--- config.mk ---
export PLATFORM = sky130hd
export DESIGN_NAME = btn_debounce
export DESIGN_NICKNAME = d
export VERILOG_FILES = /design/src/rtl/btn_debounce.sv
export SDC_FILE = /design/constraint.sdc
export NUM_CORES = 1
export LEC_CHECK = 0
export ABC_AREA = 1
export CORE_ASPECT_RATIO = 0.8
export CORE_MARGIN = 8
export CORE_UTILIZATION = 46
export CTS_BUF_LIST = sky130_fd_sc_hd__clkbuf_2
export DETAILED_ROUTE_END_ITERATION = 7
export DONT_BUFFER_PORTS = 1
export SYNTH_ARGS = -nofsm -noshare
export SYNTH_HDL_FRONTEND = slang
export SYNTH_SLANG_ARGS = --single-unit
--- constraint.sdc ---
create_clock -name clk -period 1.3 [get_ports clk]
set_input_delay 0.195 -clock clk [delete_from_list [all_inputs] [get_ports clk]]
set_output_delay 0.195 -clock clk [all_outputs]
set_load 0.05 [all_outputs]
--- src/rtl/btn_debounce.sv ---
// btn_debounce: two-flop synchroniser followed by a four-state debounce FSM.
// The block accepts a level change only after the synchronised input has held
// the new level for DB_CYCLES+1 consecutive samples. It emits a one-cycle
// db_clk pulse on each accepted press. No pulse is issued on release.
//
//   state | meaning
//   ZERO  | settled released, q=0, cnt held at 0
//   WAIT1 | s=1 seen while released, counting stable-high samples
//   ONE   | settled pressed, q=1, cnt held at 0
//   WAIT0 | s=0 seen while pressed, counting stable-low samples
module btn_debounce #(
  parameter int DB_CYCLES = 1_000_000,
  parameter int CNT_W     = 20
) (
  input  logic clk,
  input  logic reset,
  input  logic raw,
  output logic q,
  output logic db_clk
);

  typedef enum logic [1:0] {
    ZERO  = 2'd0,
    WAIT1 = 2'd1,
    ONE   = 2'd2,
    WAIT0 = 2'd3
  } state_t;

  localparam logic [CNT_W-1:0] CNT_LAST = CNT_W'(DB_CYCLES - 1);

  logic             s1;
  logic             s;
  state_t           state;
  state_t           state_nxt;
  logic [CNT_W-1:0] cnt;
  logic [CNT_W-1:0] cnt_nxt;
  logic             q_nxt;
  logic             db_nxt;

  // Bring the asynchronous button level into the clk domain.
  always_ff @(posedge clk or negedge reset) begin
    if (!reset) begin
      s1 <= 1'b0;
      s  <= 1'b0;
    end else begin
      s1 <= raw;
      s  <= s1;
    end
  end

  // State, counter and registered outputs.
  always_ff @(posedge clk or negedge reset) begin
    if (!reset) begin
      state  <= ZERO;
      cnt    <= '0;
      q      <= 1'b0;
      db_clk <= 1'b0;
    end else begin
      state  <= state_nxt;
      cnt    <= cnt_nxt;
      q      <= q_nxt;
      db_clk <= db_nxt;
    end
  end

  // Next-state and counter update. Any opposing sample restarts the count.
  always_comb begin
    state_nxt = state;
    cnt_nxt   = '0;
    case (state)
      ZERO: begin
        if (s) state_nxt = WAIT1;
      end
      WAIT1: begin
        if (!s) begin
          state_nxt = ZERO;
        end else if (cnt == CNT_LAST) begin
          state_nxt = ONE;
        end else begin
          cnt_nxt = cnt + CNT_W'(1);
        end
      end
      ONE: begin
        if (!s) state_nxt = WAIT0;
      end
      WAIT0: begin
        if (s) begin
          state_nxt = ONE;
        end else if (cnt == CNT_LAST) begin
          state_nxt = ZERO;
        end else begin
          cnt_nxt = cnt + CNT_W'(1);
        end
      end
      default: begin
        state_nxt = ZERO;
      end
    endcase
  end

  // Outputs are registered from the next state so q tracks the accepted level
  // and db_clk is high for the first cycle of q=1 only.
  always_comb begin
    q_nxt  = (state_nxt == ONE) || (state_nxt == WAIT0);
    db_nxt = (state == WAIT1) && (state_nxt == ONE);
  end

endmodule

==> out/metrics.csv <==
stage;metric;value;unit
outcome;status;complete, but fails checks;
outcome;violations;setup timing;
layout;syn2layout_area_growth;27.3;%
drt;ant_nets;0;
placed_design;post-dp-hpwl;1.94;mm
synthesis;ys_warn_count;0;
synthesis;synth_compound_area_frac;0.0205;
grt;grt_overflow;0;
power;power_density;815;nW/um^2
clocking;clkTransAtPathRegs;0.25;ns
grt;grt_pass1_wl;4.75;mm
clocking;clock_latency;0.36;ns
synthesis;ys_ff_latch;26;
layout;nFillCells;242;
drt;route.detailed.drc;0;
critical_path;critPathRequiredTime;1.59;ns
floorplan;die_area;4920;um^2
synthesis;synth-edff-count;0;
synthesis;synthArstFlopShare;1.00;
sta;hold_ws;0.208;ns
synthesis;synth_top_family_by_area;simple AND/OR/NAND/NOR gates;
floorplan;die_w;76.5;um
run;maxCapViolCount;0;
grt;grt_max_degree;27;
critical_path;critPathTopFamily;simple AND/OR/NAND/NOR gates;
synthesis;ys_seq_area_frac;0.484;
sta;finClkSkew;0.00820;ns
sta;post-route-period-util;1.08;
drt;wire_per_inst;11.5;um
critical_path;path_buf_inv;1;
clocking;cts_buffers;3;
critical_path;crit_path_max_incr_delay;0.46;ns
drt;dr.pass1.iters;4;
critical_path;crit_path_cell_trace;ha_4 > nand2_4 > nor3_4 > buf_4 > nand3_4 > nand2_8 > nor3_1;
synthesis;synth_nets;170;
sta;setup_viol;24;
critical_path;critPathLaunchType;flop;
grt;antenna_found_initial;0;
synthesis;synth_mux_area_frac;0;
synthesis;synth_area_leaders;dfrtp_1 48%, nor2_1 13%, nand2_1 9.5%, xor2_1 5.2%, inv_1 3.9%;
synthesis;yosys.area_share.simple;0.361;
clocking;cts_tree;built;
synthesis;postSynthAreaPerCell;8.10;um^2
critical_path;path_max_fanout;16;
synthesis;netlist_instances;166;
clocking;cts_buffer_depth;2;
synthesis;synth_fa_ha_area_frac;0.00930;
critical_path;slowest_stage;dfrtp_1;
sta;worst_slew_pin_slew;0.449;ns
drt;viasPerCell;4.89;
synthesis;yosysTopAreaCell;dfrtp_1;
sta;fin_crit;1.40;ns
layout;regArea;651;um^2
critical_path;end_kind;flop;
placed_design;port_buffers;0;
sta;hold_viol_final;0;
layout;multiInputGateArea;689;um^2
clocking;cts_root_buf;clkbuf_2;
placed_design;gp_congestion;0.854;
floorplan;rows;17;
drt;drt_iter0_markers;64;
floorplan;core_area;2770;um^2
floorplan;die_y;64.4;um
synthesis;yosysTopAreaCellShare;0.484;
floorplan;initial_core_util;0.486;
synthesis;yosys.area_share.xor_xnor;0.0781;
hold_path;min_path_type;input port to async pin;
synthesis;synth_cell_type_count;21;
sta;slew_violations;0;
grt;grt_pass1_vias;1065;
sta;rsz0062_at_grt;yes;
floorplan;num_io_pins;5;
critical_path;critPathArrivalTime;1.69;ns
sta;setup_tns;-1.88;ns
power;power_leakage;0.000752;uW
synthesis;syn-cell-area;1350;um^2
drt;vias;1149;
sta;fmax;713;MHz
sta;worst_slack;-0.102;ns
drt;wirelength;2.69;mm
sta;relSlewSlack;0.701;
clocking;clock_sinks;26;
layout;drive_above_1_share;0.234;
layout;nets;202;
critical_path;crit_type;flop to flop;
clocking;htreeDepth;1;
grt;grt_use_total;0.117;
synthesis;ys.flop_type;dfrtp_1;
power;ir_worst_vdd;508;uV
layout;diodes;0;
-- repair_timing --
item                                    4_1_cts  5_1_grt
hold buffers                                  3        0
endpoints found under the setup margin       23       24
endpoints found under the hold margin        27        0
pin swaps                                     1        4
resized for setup                             3        9
buffers inserted                              0        6
-- where the power goes --
part	total (uW)	leakage [uW]	switching [uW]	internal [uW]
sequential	823	0.000355	5.25	818
clock	513	0.0000266	248	265
combinational	59.9	0.000370	36.9	23.0
total	1400	0.000752	290	1110
-- logic make-up (layout without fill, tap and decap cells) --
logic type | count (synthesis) | after routing
AND/OR/NAND/NOR | 107 | 107
flip-flops | 26 | 26
buffers and inverters | 15 | 46
XOR/XNOR | 12 | 12
AO/OA/AOI/OAI | 5 | 5
adder cells (fa/ha/maj) | 1 | 1
-- layout by cell type (no fill, tap or decap), types with 2 or more instances in the layout --
master         synthesis  final
nor3_1                 4      3
nor2_2                 2      3
xnor2_1                4      4
nor2_1                45     42
inv_1                 14     14
xor2_1                 8      8
nand4_1                4      4
nor2_4                 2      4
dfrtp_1               26     26
o21ai_1                1      3
nand2_1               34     33
clkbuf_2               0      3
nand2_2                3      3
buf_4                  0     25
nand3_1                9      9
dlygate4sd3_1          0      2
-- final timing paths --
check | end | depth (start not counted) | slack [ns] | start
min in group clk | s1 | 1 | 0.37 | raw
worst min-delay path | cnt[10] | 2 | 0.21 | reset
worst max register to register | cnt[2] | 7 | -0.10 | cnt[1]
worst min register to register | s | 0 | 0.39 | s1
worst max-delay path | cnt[2] | 7 | -0.10 | cnt[1]
max in group asynchronous | cnt[12] | 2 | 0.94 | reset
-- synth_stat cells, types with 2 or more instances --
| cell | number |
|---|---|
| nor2_1 | 45 |
| nand2_1 | 34 |
| dfrtp_1 | 26 |
| inv_1 | 14 |
| nand3_1 | 9 |
| xor2_1 | 8 |
| nand4_1 | 4 |
| nor3_1 | 4 |
| xnor2_1 | 4 |
| nand2_2 | 3 |
| o21ai_0 | 3 |
| nor2_2 | 2 |
| nor2_4 | 2 |
-- flip-flops by register name, indices dropped and copies added, names as in the netlist --
name / cells
db_clk: 1
s: 1
q: 1
s1: 1
cnt: 20
state: 2
-- layout make-up --
type	instances	share of cell area
timing repair buffer	28	0.133
clock inverter	1	0.0175
inverter	14	0.0307
clock buffer	3	0.00877
multi-input combinational	125	0.402
sequential	26	0.380
tap	38	0.0278
-- layer usage --
layer	vias up	GRT usage	routed length (um)
met5	-	0	0
met4	0	0.0311	20
met3	5	0.0405	162
met2	27	0.187	1320
met1	536	0.148	1190
li1	581	-	-
-- per-stage QoR --
stage	cells	utilization	total power [uW]	setup WS, ns	cell area (um^2)
after floorplan	166	-	859	-0.0191	1350
after global placement	222	0.554	865	-0.0491	1530
after detailed placement	222	0.554	865	-0.103	1530
after CTS	229	0.588	1410	-0.108	1630
after global routing	235	0.619	1450	-0.264	1710
final	235	0.619	1400	-0.102	1710
Power figures use the tool's default switching activity.
